## config.mk

```make
export PLATFORM = sky130hd
export DESIGN_NAME = uc_ctrl_flat
export DESIGN_NICKNAME = d
export VERILOG_FILES = /design/src/rtl/uc_ctrl_if.sv /design/src/rtl/uc_ctrl.sv /design/src/flat_wrapper.sv
export SDC_FILE = /design/constraint.sdc
export NUM_CORES = 1
export LEC_CHECK = 0
export ABC_AREA = 0
export ABC_CLOCK_PERIOD_IN_PS = 2700
export BUFFER_PORTS_ARGS = -buffer_cell sky130_fd_sc_hd__buf_4
export CAP_MARGIN = 20
export CORE_ASPECT_RATIO = 1.2
export CORE_UTILIZATION = 25
export DETAILED_ROUTE_END_ITERATION = 6
export PLACE_DENSITY = 0.59
export SLEW_MARGIN = 20
export SYNTH_ARGS = -nofsm -noshare
export SYNTH_HDL_FRONTEND = slang
export SYNTH_SLANG_ARGS = --single-unit
```

## constraint.sdc

```tcl
create_clock -name clk -period 2.7 [get_ports clk]
set_input_delay 0 -clock clk [delete_from_list [all_inputs] [get_ports clk]]
set_output_delay 0 -clock clk [all_outputs]
set_load 0.1 [all_outputs]
```

## src/rtl/uc_ctrl_if.sv

```systemverilog
// Fetch/datapath <-> control unit bus for uc_ctrl: instruction and flag in,
// every datapath select, enable and immediate out.
interface uc_ctrl_if;
    logic [15:0] instr;
    logic        zero;
    logic [3:0]  read_addr;
    logic [3:0]  write_addr;
    logic        read_ch;
    logic        rf_we;
    logic        rf_datain;
    logic        result_hl;
    logic        rf_hl;
    logic        write_ch;
    logic        result_ch;
    logic [2:0]  alu_control;
    logic [5:0]  alu_shift;
    logic [31:0] alu_datain;
    logic        stb_o;
    logic        mem_we;
    logic [1:0]  pc_direct_ch;
    logic [1:0]  pc_mux;

    modport master (
        output instr, zero,
        input  read_addr, write_addr, read_ch, rf_we, rf_datain, result_hl,
               rf_hl, write_ch, result_ch, alu_control, alu_shift, alu_datain,
               stb_o, mem_we, pc_direct_ch, pc_mux
    );

    modport slave (
        input  instr, zero,
        output read_addr, write_addr, read_ch, rf_we, rf_datain, result_hl,
               rf_hl, write_ch, result_ch, alu_control, alu_shift, alu_datain,
               stb_o, mem_we, pc_direct_ch, pc_mux
    );
endinterface

```

## src/rtl/uc_ctrl.sv

```systemverilog
// Registered instruction decoder for the 16-bit-instruction CPU (1-cycle latency).
// Define UC_SHIFT_EN to decode opcodes 6/7 as SHL/SHR; otherwise they are NOPs.
module uc_ctrl (
    input  logic      clk,
    input  logic      rst_n,
    uc_ctrl_if.slave  bus
);

    typedef struct packed {
        logic [3:0]  read_addr;
        logic [3:0]  write_addr;
        logic        read_ch;
        logic        rf_we;
        logic        rf_datain;
        logic        result_hl;
        logic        rf_hl;
        logic        write_ch;
        logic        result_ch;
        logic [2:0]  alu_control;
        logic [5:0]  alu_shift;
        logic [31:0] alu_datain;
        logic        stb_o;
        logic        mem_we;
        logic [1:0]  pc_direct_ch;
        logic [1:0]  pc_mux;
    } ctrl_t;

    ctrl_t ctrl_next;
    ctrl_t ctrl_q;

    // Unknown or unlisted opcodes fall to the NOP default, keeping ALU controls clean.
    always_comb begin
        ctrl_next            = '0;
        ctrl_next.read_addr  = bus.instr[7:4];
        ctrl_next.write_addr = bus.instr[11:8];
        case (bus.instr[15:12])
            4'h1, 4'h2, 4'h3, 4'h4, 4'h5: begin
                ctrl_next.read_ch     = 1'b1;
                ctrl_next.rf_we       = 1'b1;
                ctrl_next.alu_control = 3'(bus.instr[15:12] - 4'h1);
            end
`ifdef UC_SHIFT_EN
            4'h6, 4'h7: begin
                ctrl_next.read_ch     = 1'b1;
                ctrl_next.rf_we       = 1'b1;
                ctrl_next.result_ch   = 1'b1;
                ctrl_next.alu_control = bus.instr[12] ? 3'b110 : 3'b101;
                ctrl_next.alu_shift   = {2'b00, bus.instr[3:0]};
            end
`endif
            4'h8, 4'h9: begin
                ctrl_next.rf_we      = 1'b1;
                ctrl_next.rf_datain  = 1'b1;
                ctrl_next.result_hl  = 1'b1;
                ctrl_next.rf_hl      = bus.instr[12];
                ctrl_next.alu_datain = {24'b0, bus.instr[7:0]};
            end
            4'hA: begin
                ctrl_next.read_ch  = 1'b1;
                ctrl_next.stb_o    = 1'b1;
                ctrl_next.write_ch = 1'b1;
                ctrl_next.rf_we    = 1'b1;
            end
            4'hB: begin
                ctrl_next.read_ch = 1'b1;
                ctrl_next.stb_o   = 1'b1;
                ctrl_next.mem_we  = 1'b1;
            end
            4'hC: begin
                ctrl_next.pc_direct_ch = 2'b01;
                ctrl_next.alu_datain   = {{20{bus.instr[11]}}, bus.instr[11:0]};
                ctrl_next.pc_mux       = bus.zero ? 2'b01 : 2'b00;
            end
            4'hD: begin
                ctrl_next.pc_direct_ch = 2'b10;
                ctrl_next.alu_datain   = {{20{bus.instr[11]}}, bus.instr[11:0]};
                ctrl_next.pc_mux       = bus.zero ? 2'b00 : 2'b01;
            end
            4'hE: begin
                ctrl_next.read_ch      = 1'b1;
                ctrl_next.pc_direct_ch = 2'b11;
                ctrl_next.pc_mux       = 2'b10;
            end
            4'hF: begin
                ctrl_next.pc_mux = 2'b11;
            end
            default: begin
                ctrl_next.read_ch = 1'b0;
            end
        endcase
    end

    always_ff @(posedge clk) begin
        if (!rst_n) begin
            ctrl_q <= '0;
        end else begin
            ctrl_q <= ctrl_next;
        end
    end

    assign bus.read_addr    = ctrl_q.read_addr;
    assign bus.write_addr   = ctrl_q.write_addr;
    assign bus.read_ch      = ctrl_q.read_ch;
    assign bus.rf_we        = ctrl_q.rf_we;
    assign bus.rf_datain    = ctrl_q.rf_datain;
    assign bus.result_hl    = ctrl_q.result_hl;
    assign bus.rf_hl        = ctrl_q.rf_hl;
    assign bus.write_ch     = ctrl_q.write_ch;
    assign bus.result_ch    = ctrl_q.result_ch;
    assign bus.alu_control  = ctrl_q.alu_control;
    assign bus.alu_shift    = ctrl_q.alu_shift;
    assign bus.alu_datain   = ctrl_q.alu_datain;
    assign bus.stb_o        = ctrl_q.stb_o;
    assign bus.mem_we       = ctrl_q.mem_we;
    assign bus.pc_direct_ch = ctrl_q.pc_direct_ch;
    assign bus.pc_mux       = ctrl_q.pc_mux;

endmodule

```

## src/flat_wrapper.sv

```systemverilog
// flat-port wrapper written by rule: the top's interface ports become plain ports
module uc_ctrl_flat 
  (clk, rst_n, bus_instr, bus_zero, bus_read_addr, bus_write_addr, bus_read_ch, bus_rf_we, bus_rf_datain, bus_result_hl, bus_rf_hl, bus_write_ch, bus_result_ch, bus_alu_control, bus_alu_shift, bus_alu_datain, bus_stb_o, bus_mem_we, bus_pc_direct_ch, bus_pc_mux);
  uc_ctrl_if bus_i ();
  input  logic clk;
  input  logic rst_n;
  input wire logic [$bits(bus_i.instr)-1:0] bus_instr;
  input wire logic [$bits(bus_i.zero)-1:0] bus_zero;
  output wire logic [$bits(bus_i.read_addr)-1:0] bus_read_addr;
  output wire logic [$bits(bus_i.write_addr)-1:0] bus_write_addr;
  output wire logic [$bits(bus_i.read_ch)-1:0] bus_read_ch;
  output wire logic [$bits(bus_i.rf_we)-1:0] bus_rf_we;
  output wire logic [$bits(bus_i.rf_datain)-1:0] bus_rf_datain;
  output wire logic [$bits(bus_i.result_hl)-1:0] bus_result_hl;
  output wire logic [$bits(bus_i.rf_hl)-1:0] bus_rf_hl;
  output wire logic [$bits(bus_i.write_ch)-1:0] bus_write_ch;
  output wire logic [$bits(bus_i.result_ch)-1:0] bus_result_ch;
  output wire logic [$bits(bus_i.alu_control)-1:0] bus_alu_control;
  output wire logic [$bits(bus_i.alu_shift)-1:0] bus_alu_shift;
  output wire logic [$bits(bus_i.alu_datain)-1:0] bus_alu_datain;
  output wire logic [$bits(bus_i.stb_o)-1:0] bus_stb_o;
  output wire logic [$bits(bus_i.mem_we)-1:0] bus_mem_we;
  output wire logic [$bits(bus_i.pc_direct_ch)-1:0] bus_pc_direct_ch;
  output wire logic [$bits(bus_i.pc_mux)-1:0] bus_pc_mux;
  assign bus_i.instr = bus_instr;
  assign bus_i.zero = bus_zero;
  assign bus_read_addr = bus_i.read_addr;
  assign bus_write_addr = bus_i.write_addr;
  assign bus_read_ch = bus_i.read_ch;
  assign bus_rf_we = bus_i.rf_we;
  assign bus_rf_datain = bus_i.rf_datain;
  assign bus_result_hl = bus_i.result_hl;
  assign bus_rf_hl = bus_i.rf_hl;
  assign bus_write_ch = bus_i.write_ch;
  assign bus_result_ch = bus_i.result_ch;
  assign bus_alu_control = bus_i.alu_control;
  assign bus_alu_shift = bus_i.alu_shift;
  assign bus_alu_datain = bus_i.alu_datain;
  assign bus_stb_o = bus_i.stb_o;
  assign bus_mem_we = bus_i.mem_we;
  assign bus_pc_direct_ch = bus_i.pc_direct_ch;
  assign bus_pc_mux = bus_i.pc_mux;
  uc_ctrl u_core (.clk(clk), .rst_n(rst_n), .bus(bus_i));
endmodule
```

# Word-level counts from Yosys, hierarchy flattened
# Cells that the tools add are included.
# word_totals
regBits	55
in_bits	19
out_inout_bits	62
# classes
n_eq_ne	13
mux	11
addsub	1
n_reduce_logical	8
# ops
op	count
32-bit case mux with 2 select lines	1
4-bit equality test, second input constant	8
8-bit OR reduction	2
4-bit by 2-bit equality test with 1-bit output, second input constant	2
4-bit by 3-bit equality test with 1-bit output, second input constant	2
2-bit case mux with 4 select lines	1
1-bit 2-to-1 mux	7
2-bit case mux with 3 select lines	1
2-bit OR reduction	3
5-bit OR reduction	1
4-bit by 1-bit equality test with 1-bit output, second input constant	1
2-bit AND reduction	2
3-bit 2-to-1 mux	1
3-bit by 1-bit subtractor with 3-bit output, second input constant	1

# Longest topological paths before layout
# Gate-level depths: netlist of the first run.
# logic_depth
ltp_word	3
depth_mapped	5

# Worst setup path after synthesis of the first run
# OpenSTA, ideal clock, no wires.
# synth_timing
path_kind	register to output
from	register u_core.bus.alu_datain[30] (netlist name)
to	output port bus_alu_datain[12]
path_buffers	1
stages_incl_launch_ff	2
t_required_ps	2700
slack_ps	1002
arrival_time_ps	1698
cell_sequence	dfxtp_1 buf_4
# synth_lines
item	line_no	text
to (decl)	flat_wrapper.sv:20	output wire logic [$bits(bus_i.alu_datain)-1:0] bus_alu_datain;

# Worst setup path in the final report of the first run
# layout_timing
from	input port bus_instr[12]
to	register u_core.ctrl_q, in the netlist u_core.bus.alu_control[0]
# layout_between
elab_chain_cells	3
# layout_rtl
item	line_no	text
from (decl)	flat_wrapper.sv:7	input wire logic [$bits(bus_i.instr)-1:0] bus_instr;
4-bit by 1-bit equality test with 1-bit output (tied with other cells)	uc_ctrl.sv:36	case (bus.instr[15:12])
5-bit OR reduction	n/a	
2-bit AND reduction (no line)	n/a	
to (signal assigned)	uc_ctrl.sv:97	ctrl_q <= ctrl_next;
to (decl)	uc_ctrl.sv:29	ctrl_t ctrl_q;
# Several ways; a longest one is shown, not always the timed one.
# A chain may end at the register's enable or synchronous reset.

==> results of run 1 <==
layer usage:
| layer | share of wire | wire (µm) |
|---|---|---|
| met5 | 0 | 0 |
| met1 | 0.37 | 1040 |
| met2 | 0.50 | 1400 |
| met4 | 0.011 | 30 |
| met3 | 0.11 | 307 |
power groups by stage:
stage,Sequential [mW],Combinational (mW),Clock (mW)
final,0.525,0.341,0.382
after global routing,0.527,0.356,0.422
after CTS,0.525,0.342,0.403
after detailed placement,0.537,0.323,0
after global placement,0.537,0.322,0
after floorplan,0.666,0.142,0
cells in the final DEF, fill, tap and decap left out, types with 2 or more instances in the layout:
| cell type | Yosys | routed |
|---|---|---|
| nor3_1 | 3 | 3 |
| nand2_1 | 2 | 2 |
| ha_1 | 4 | 4 |
| and2_2 | 6 | 6 |
| conb_1 | 1 | 7 |
| nor2_1 | 10 | 10 |
| clkbuf_8 | 0 | 6 |
| inv_1 | 5 | 5 |
| nor3b_1 | 2 | 2 |
| or3_1 | 2 | 2 |
| and2_1 | 14 | 14 |
| buf_4 | 29 | 73 |
| dlygate4sd3_1 | 0 | 17 |
| nor4_1 | 3 | 3 |
| dfxtp_1 | 34 | 34 |
state kept, by name, indices dropped and copies added (netlist names), 2 cells and up:
register and cells:
u_core.bus.alu_control 3, u_core.bus.alu_datain 12, u_core.bus.write_addr 4, u_core.bus.read_addr 4
u_core.bus.pc_direct_ch 2, u_core.bus.pc_mux 2
final cells by class:
| cell class | instances | share of cell area |
|---|---|---|
| Inverter | 5 | 0.00932 |
| Tap cell | 60 | 0.0373 |
| Multi-Input combinational cell | 65 | 0.211 |
| Clock buffer | 6 | 0.0410 |
| Timing Repair Buffer | 90 | 0.357 |
| Sequential cell | 34 | 0.338 |
| Clock inverter | 2 | 0.00622 |
per-stage QoR:
step	hold slack (ps)	instances	utilization	setup slack, ps	area, µm²
after floorplan	78.7	135	-	1000	1350
after global placement	199	237	0.349	1390	1750
after detailed placement	204	237	0.349	1340	1750
after CTS	26.9	262	0.402	703	2010
after global routing	31.5	262	0.402	604	2010
final	33.1	262	0.402	674	2010
logic make-up after synthesis:
| family | Yosys count |
|---|---|
| AND/OR/NAND/NOR | 48 |
| buffers and inverters | 36 |
| flip-flops | 34 |
| AO/OA/AOI/OAI | 6 |
| adder cells (fa/ha/maj) | 4 |
| other | 1 |
worst max path at each step:
stage                                    startpoint                                    to  slack, ps
6_report                              bus_instr[12]  u_core.bus.alu_control[0]$_SDFF_PN0_        670
5_1_grt                               bus_instr[12]  u_core.bus.alu_control[0]$_SDFF_PN0_        600
4_1_cts                               bus_instr[12]  u_core.bus.alu_control[0]$_SDFF_PN0_        700
3_5_place_dp                          bus_instr[12]   u_core.bus.alu_datain[4]$_SDFF_PN0_       1340
3_3_place_gp                          bus_instr[12]   u_core.bus.alu_datain[5]$_SDFF_PN0_       1390
2_1_floorplan  u_core.bus.alu_datain[30]$_SDFF_PN0_                    bus_alu_datain[12]       1000
what timing repair did:
item	4_1_cts	5_1_grt
endpoints found under the hold margin	26	0
hold buffers	17	0
setup endpoints to repair	0	0
==> impl_results.md, run 1 <==
* CP startpoint kind: input port
* Max transition margin at 0.616
* Setup Buffers After CTS at 0
* CP Depth at 8
* Crit. End Element: register
* Critical-path cell list: dlygate4sd3_1 > buf_4 > inv_1 > ha_1 > or3_1 > a21oi_2 > nor4_1 > dlygate4sd3_1
* WP data arrival at 2190 ps
* Compound-gate portion of the synthesized area at 0.0452
* Post-synth top area share at 0.512
* Internal at 0.805 mW
* Synth area leader: dfxtp_1
* GR peak layer: met2
* Root Buffer: clkbuf_8
* Vias per cell at roughly 4.0
* Area of the core at about 5000 µm²
* # setup viols final at 0
* Final Max Slew Viols at 0
* # fillers at about 520
* DRT Wirelength at between 2000 and 3000 µm
* Share of layout cells above drive strength 1 at 0.455
* Sequential area share after synthesis at 0.512
* Ys async rst share at 0
* WHS Endpoint: u_core.bus.write_addr[2]$_SDFF_PN0_
* Final Wtd Congestion at approximately 0.80
* Net count, final at 224
* Final setup TNS at 0 ps
* Die ar. at about 5600 µm²
* Area Growth Syn to Fin at 51.4%
* Simple-gate share of the synthesized area at 0.217
* Peak supply drop at slightly above 0.3 mV
* Worst-path maximum fanout at 7
* Max Freq at just under 0.5 GHz
* Total chip power at roughly 1.2 mW
* Hpwl dp at roughly 2000 µm
* Least-Margin Pin Slew at about 580 ps
* Clock network power share at 0.306
* Max-cap violations at 0
* CTS tree: yes
* WL/cell at about 11 µm
* DR vias at 1045
* Pwr Density at between 600 and 700 nW/µm²
* Buffers and inverters on the worst path at 4
* First-pass GRT wire length at between 4000 and 5000 µm
* Met3 Usage GRT at 0.0444
* Slowest stage delay, CP at between 500 and 600 ps
* Vias in the first global route at 938
* Die Wd at 68.6 µm
* Final hold violation count at 0
* Area of the multi-input gates at around 430 µm²
* P_sw at 0.442 mW
* Synthesized area at 1330 µm²
* Sequential power share at 0.421
* Height of the chip at just over 80 µm
* RSZ-0062 raised after global routing: no
* H-tree depth at 2
* Combinational family with the most area after synthesis: simple AND/OR/NAND/NOR gates
* Pleak at between 0.9 and 1 nW
* Most frequent cell after synthesis: dfxtp_1
* Mux cell area share after synthesis at 0
* Antenna diodes at 0
* XOR/XNOR Fraction of Synth Area at 0
* Number of port buffers at between 70 and 80
* Antenna viol nets, final at 0
* Initial antenna violation count at 0
* Met2 GRT Util at 0.176
* Switch share at 0.355
* Clk sinks at 34
* EDFF count, synth at 0
* Top cell by count, worst path: dlygate4sd3_1
* Clock-pin slew on the worst setup and hold paths at ~70 ps
* Register area at between 600 and 700 µm²
* Cell class contributing the biggest share of worst-path delay: buffers and inverters
* Final period demand of the worst path at approximately 2000 ps
* Worst hold stages at 2
* Synth area leaders: dfxtp_1 51%, buf_4 16%, and2_1 6.6%
* Period utilization at 0.750
* Largest net degree at the start of global routing at 22
* Total grt overflow at 0
* Req. time, crit path at between 2000 and 3000 ps
* Share of total power in combinational logic at 0.273
* I/O pins at 81
* Status: completed
* Synth unique cells at 26
* Hold path start: rst_n
* Worst Hold Class: in -> reg
* Syn_area_per_cell at between 10 and 15 µm²
* Critical path class: in -> reg
* Ys flop type: dfxtp_1
* Synth Register Bits at 34
* # rows at 28
* Post-Synthesis Cells at around 130
* Initial Util at 0.265
* Post-cts resize count at 0
* Pre-antenna DRT Iters at 2
* CP max stage cell: dlygate4sd3_1
* Commonest cells post-synth: 34 x dfxtp_1, 29 x buf_4, 14 x and2_1, 10 x nor2_1, 6 x and2_2
* Residual DRC at 0
* Initial DRC count at 29
* Adder-cell share of the synthesized area at 0.0376
* CTS max path bufs at 2
* Synth warn at 0
* GRT Total Usage at 0.101
* Grt met1 use at 0.0972
* CTS Buf Count at 5
No activity file was read; power rests on OpenSTA's default activity.
==> run 2, diff against run 1 <==
--- a/config.mk
+++ b/config.mk
@@ -6,7 +6,7 @@
 export NUM_CORES = 1
 export LEC_CHECK = 0
 export ABC_AREA = 0
-export ABC_CLOCK_PERIOD_IN_PS = 2700
+export ABC_CLOCK_PERIOD_IN_PS = 2000
 export BUFFER_PORTS_ARGS = -buffer_cell sky130_fd_sc_hd__buf_4
 export CAP_MARGIN = 20
 export CORE_ASPECT_RATIO = 1.2
==> constraint.sdc (replaced) <==
create_clock -name clk -period 2 [get_ports clk]
set_input_delay 0 -clock clk [delete_from_list [all_inputs] [get_ports clk]]
set_output_delay 0 -clock clk [all_outputs]
set_load 0.1 [all_outputs]
==> run 2 against run 1 <==
  * Cell area grew 0.19%
  * Total power grew 42%
  * Largest cell class unchanged
  * Flip-flop and latch count is the same
  * First-iteration DRC count shrank 14%
  * Critical path type unchanged
  * Worst setup slack lost 220 ps
  * Worst hold slack lost 2.9 ps
  * Clock power grew 58%
  * Non-clock buffer count shrank 1
  * Via count shrank 1.6%
  * Clock-buffer cell count shrank 1
  * Die area is the same
==> impl_results.md, run 2 (synthesis results as in run 1) <==
* Status: completed
* Height of the chip at 81.9 µm (unchanged)
* Initial Util at 0.265 (unchanged)
* Share of layout cells above drive strength 1 at 0.458 (+0.00227)
* Worst-path maximum fanout at 8 (+1)
* Post-cts resize count at 0 (unchanged)
* Total grt overflow at 0 (unchanged)
* Antenna viol nets, final at 0 (unchanged)
* Worst Hold Class: in -> reg
* Hpwl dp at 2040 µm (-0.18%)
* Number of port buffers at 73 (unchanged)
* # fillers at 507 (-1.6%)
* Crit. End Element: register
* CP startpoint kind: input port
* Post-layout util at 0.403 (+0.000749)
* Final Wtd Congestion at 0.799 (about the same)
* Pleak at 0.992 nW (+0.42%)
* CTS tree: yes
* Die ar. at 5620 µm² (unchanged)
* Max transition margin at 0.616 (about the same)
* Peak supply drop at 0.418 mV (+37%)
* Period utilization at 0.774
* Pre-antenna DRT Iters at 3 (+1)
* Vias in the first global route at 913 (-2.7%)
* Most common cell after layout, fill and taps aside: buf_4
* CTS max path bufs at 2 (unchanged)
* DRT Wirelength at 2760 µm (-0.50%)
* Register area at 681 µm² (unchanged)
* GRT Total Usage at 0.101 (about the same)
* Root Buffer: clkbuf_8
* H-tree depth at 2 (unchanged)
* Final hold violation count at 0 (unchanged)
* # rows at 28 (unchanged)
* Net count, final at 223 (-0.45%)
* Commonest non-fill, non-tap cells in the layout: 73 x buf_4, 34 x dfxtp_1, 16 x dlygate4sd3_1, 14 x and2_1, 10 x nor2_1
* Initial antenna violation count at 0 (unchanged)
* Vias per cell at 3.94 (-1.2%)
* Clock-pin slew on the worst setup and hold paths at 70 ps (about the same)
* Pwr Density at 879 nW/µm² (+42%)
* Critical path class: in -> reg
* Final Max Slew Viols at 0 (unchanged)
* RSZ-0062 raised after global routing: no
* Area of the multi-input gates at 425 µm² (unchanged)
* CTS Buf Count at 5 (unchanged)
* Initial DRC count at 25 (-14%)
* Clk sinks at 34 (unchanged)
* I/O pins at 81 (unchanged)
* Residual DRC at 0 (unchanged)
* Req. time, crit path at 2230 ps (-640 ps)
* Largest register FFs at 12 (unchanged)
* # setup viols final at 0 (unchanged)
* Least-Margin Pin Slew at 575 ps (-0.659 ps)
* First-pass GRT wire length at 3980 µm (-1.2%)
* DR vias at 1028 (-1.6%)
* Area of the core at 5010 µm² (unchanged)
* WL/cell at 10.6 µm (-0.12%)
* Die Wd at 68.6 µm (unchanged)
* Area Growth Syn to Fin at 51.6%
* WP data arrival at 1780 ps (-410 ps)
* Final setup TNS at 0 ps (unchanged)
* Max-cap violations at 0 (unchanged)
* Largest net degree at the start of global routing at 22 (unchanged)
* Antenna diodes at 0 (unchanged)
* Max Freq at between 0.6 and 0.7 GHz
* Final period demand of the worst path at 1550 ps
==> run 2: changes by cell type in the layout (fill, tap and decap cells not counted) <==
cell / delta
clkinv_2: +1
bufinv_16: +1
clkinvlp_4: -1
dlygate4sd3_1: -1
clkbuf_8: -1
==> run 2: worst max-delay path, cell delays in order <==
cell	delay (ps)
dlygate4sd3_1	530
buf_4	150
inv_1	90
ha_1	260
nor2_1	130
nor2_1	390
and2_2	220
==> run 2: final timing paths <==
path | startpoint | to | slack, ps | depth (start not counted)
setup / recovery | bus_instr[12] | u_core.bus.alu_datain[4]$_SDFF_PN0_ | 450 | 7
hold / removal | rst_n | u_core.bus.read_addr[1]$_SDFF_PN0_ | 30 | 2
==> run 2: layout make-up <==
type | instances | share of cell area
well taps | 60 | 0.0372
clock inverters | 3 | 0.0199
clock buffers | 5 | 0.0341
inverters | 5 | 0.00931
flip-flops and latches | 34 | 0.337
repair buffers | 89 | 0.351
multi-input cells | 65 | 0.211
==> run 2: metrics by stage <==
| step | worst slack, ps | power [mW] | std cells | hold WS [ps] | instance area, µm² |
|---|---|---|---|---|---|
| final | 452 | 1.77 | 261 | 30.2 | 2020 |
| after detailed placement | 637 | 1.16 | 237 | 204 | 1750 |
| after global routing | 302 | 1.85 | 261 | 27.9 | 2020 |
| after floorplan | 302 | 1.09 | 135 | 78.7 | 1350 |
| after global placement | 688 | 1.16 | 237 | 199 | 1750 |
| after CTS | 411 | 1.80 | 261 | 31.3 | 2020 |
==> run 2: where the power goes <==
part           switching (mW)  leakage, nW  internal (mW)
Sequential            0.00777        0.278          0.701
Clock                   0.239       0.0579          0.366
Combinational           0.350        0.656          0.109
==> run 2: metal layers <==
| layer | wire (µm) | part of all wire | vias to the layer above | GRT usage |
|---|---|---|---|---|
| li1 | - | - | 514 | - |
| met1 | 1090 | 0.39 | 448 | 0.101 |
| met2 | 1330 | 0.48 | 60 | 0.168 |
| met3 | 298 | 0.11 | 6 | 0.0458 |
| met4 | 51 | 0.018 | 0 | 0.0604 |
| met5 | 0 | 0 | - | 0 |
==> run 2: what timing repair did <==
action | CTS | global route
hold buffers | 16 | 0
setup buffers | 0 | 0
endpoints found under the hold margin | 28 | 0
setup endpoints to repair | 0 | 0
==> run 3, diff against run 2 <==
--- a/config.mk
+++ b/config.mk
@@ -6,7 +6,7 @@
 export NUM_CORES = 1
 export LEC_CHECK = 0
 export ABC_AREA = 0
-export ABC_CLOCK_PERIOD_IN_PS = 2000
+export ABC_CLOCK_PERIOD_IN_PS = 1560
 export BUFFER_PORTS_ARGS = -buffer_cell sky130_fd_sc_hd__buf_4
 export CAP_MARGIN = 20
 export CORE_ASPECT_RATIO = 1.2
==> constraint.sdc (replaced) <==
create_clock -name clk -period 1.56 [get_ports clk]
set_input_delay 0 -clock clk [delete_from_list [all_inputs] [get_ports clk]]
set_output_delay 0 -clock clk [all_outputs]
set_load 0.1 [all_outputs]
==> run 3 against run 2 <==
  * Clock-buffer cell count is 1 higher
  * Via count is 3.3% higher
  * Cell count is 0.77% higher
  * Sequential power is 28% higher
  * Largest cell class unchanged
  * Highest routed layer unchanged
==> impl_results.md, run 3 (synthesis results as in run 1) <==
* GRT Total Usage at 0.107 (+0.00661)
* Hold path start: rst_n
* Hold Slack at 30.9 ps (+0.685 ps)
* Cell class contributing the biggest share of worst-path delay: buffers and inverters
* Antenna viol nets, final at 0 (unchanged)
* # rows at 28 (unchanged)
* Root Buffer: clkbuf_8
* # fillers at 509 (+0.39%)
* Initial DRC count at 37 (+48%)
* Crit. End Element: register
* Initial antenna violation count at 0 (unchanged)
* CTS Buf Count at 5 (unchanged)
* Final Wtd Congestion at 0.764 (-4.4%)
* Max-cap violations at 0 (unchanged)
* Clk sinks at 34 (unchanged)
* Final Max Slew Viols at 0 (unchanged)
* H-tree depth at 2 (unchanged)
* Die Wd at 68.6 µm (unchanged)
* Peak supply drop at 0.419 mV (+0.14%)
* Worst-path maximum fanout at 6 (-2)
* Net count, final at 225 (+0.90%)
* Final Instance Count excl. Fillers at 263 (+0.77%)
* Residual DRC at 0 (unchanged)
* Period utilization at 0.961
* Share of layout cells above drive strength 1 at 0.463 (+0.00534)
* Slowest stage delay, CP at 550 ps (+20 ps)
* Fin area at 2080 µm² (+3.2%)
* Status: completed
* Total chip power at 2.50 mW (+41%)
* Area of the core at 5010 µm² (unchanged)
* Critical path class: in -> reg
* Worst Hold Class: in -> reg
* WP data arrival at 1670 ps (-110 ps)
* Initial Util at 0.265 (unchanged)
* Pleak at 1.02 nW (+2.5%)
* Area Growth Syn to Fin at 56.5%
* CP max stage cell: dlygate4sd3_1
* CP Depth at 6 (-1)
* Total grt overflow at 0 (unchanged)
* Final WS setup at 61.3 ps (-391 ps)
* Antenna diodes at 0 (unchanged)
* CTS tree: yes
* DRT Wirelength at 2880 µm (+4.2%)
* Number of port buffers at 73 (unchanged)
* Largest register FFs at 12 (unchanged)
* Post-layout util at 0.416 (+0.0130)
* DP Worst Slack at 246 ps (-391 ps)
* I/O pins at 81 (unchanged)
* Pwr Density at 1200 nW/µm² (+36%)
* WHS Endpoint: u_core.bus.read_addr[2]$_SDFF_PN0_
* Req. time, crit path at 1730 ps (-500 ps)
* WL/cell at 10.9 µm (+3.4%)
* Buffers and inverters on the worst path at 2 (-1)
* Height of the chip at 81.9 µm (unchanged)
* Largest net degree at the start of global routing at 22 (unchanged)
* Vias in the first global route at 935 (+2.4%)
* Worst hold stages at 2 (unchanged)
* Most common cell after layout, fill and taps aside: buf_4
* Placed Cells at 237 (unchanged)
* Vias per cell at 4.04 (+2.5%)
* DR vias at 1062 (+3.3%)
* Setup Buffers After CTS at 0 (unchanged)
* # setup viols final at 0 (unchanged)
* Max Freq at about 0.67 GHz
* First-pass GRT wire length at 4370 µm (+9.9%)
* Pre-antenna DRT Iters at 2 (-1)
* Hpwl dp at 2060 µm (+1.1%)
* Placed instance area at 1750 µm² (about the same)
* Commonest non-fill, non-tap cells in the layout: 73 x buf_4, 33 x dfxtp_1, 18 x dlygate4sd3_1, 14 x and2_1, 10 x nor2_1
* RSZ-0062 raised after global routing: no
* Critical-path cell list: buf_4 > ha_1 > or3_1 > a21oi_4 > nor4_1 > dlygate4sd3_1
* Die ar. at 5620 µm² (unchanged)
* Final hold violation count at 0 (unchanged)
* Final period demand of the worst path at about 1500 ps
* CP startpoint kind: input port
* Final setup TNS at 0 ps (unchanged)
* Clock-pin slew on the worst setup and hold paths at 70 ps (about the same)
* CTS max path bufs at 2 (unchanged)
-- run 3: worst max path at each step --
stage | from | end
after global routing | bus_instr[12] | u_core.bus.alu_control[0]$_SDFF_PN0_
after detailed placement | bus_instr[12] | u_core.bus.alu_datain[4]$_SDFF_PN0_
after global placement | bus_instr[12] | u_core.bus.read_ch$_SDFF_PN0_
final | bus_instr[12] | u_core.bus.alu_control[0]$_SDFF_PN0_
after floorplan | u_core.bus.result_hl$_SDFF_PN0_ | bus_rf_datain
after CTS | bus_instr[12] | u_core.bus.alu_control[0]$_SDFF_PN0_
-- run 3: layout make-up --
type,instances,area (µm²),share of cell area
inverters,5,18.8,0.00901
clock inverters,2,60.1,0.0288
clock buffers,6,82.6,0.0397
multi-input cells,65,435,0.209
flip-flops and latches,34,682,0.328
well taps,60,75.1,0.0361
repair buffers,91,728,0.350
-- run 3: layer usage --
layer,up-vias,part of all wire,track usage
met5,-,0,0
met4,0,0.024,0.0625
met3,5,0.10,0.0278
met2,58,0.49,0.182
met1,478,0.38,0.118
li1,521,-,-
-- run 3: power by group --
group	internal (mW)	leakage (nW)	switching [mW]
registers	0.899	0.279	0.00992
clock network	0.681	0.0714	0.310
logic	0.144	0.666	0.452
-- run 3: timing repair --
| action | CTS | global route |
|---|---|---|
| hold buffers | 18 | 0 |
| gates resized for setup | 0 | 2 |
| endpoints found under the setup margin | 0 | 1 |
| hold endpoints to repair | 28 | 0 |
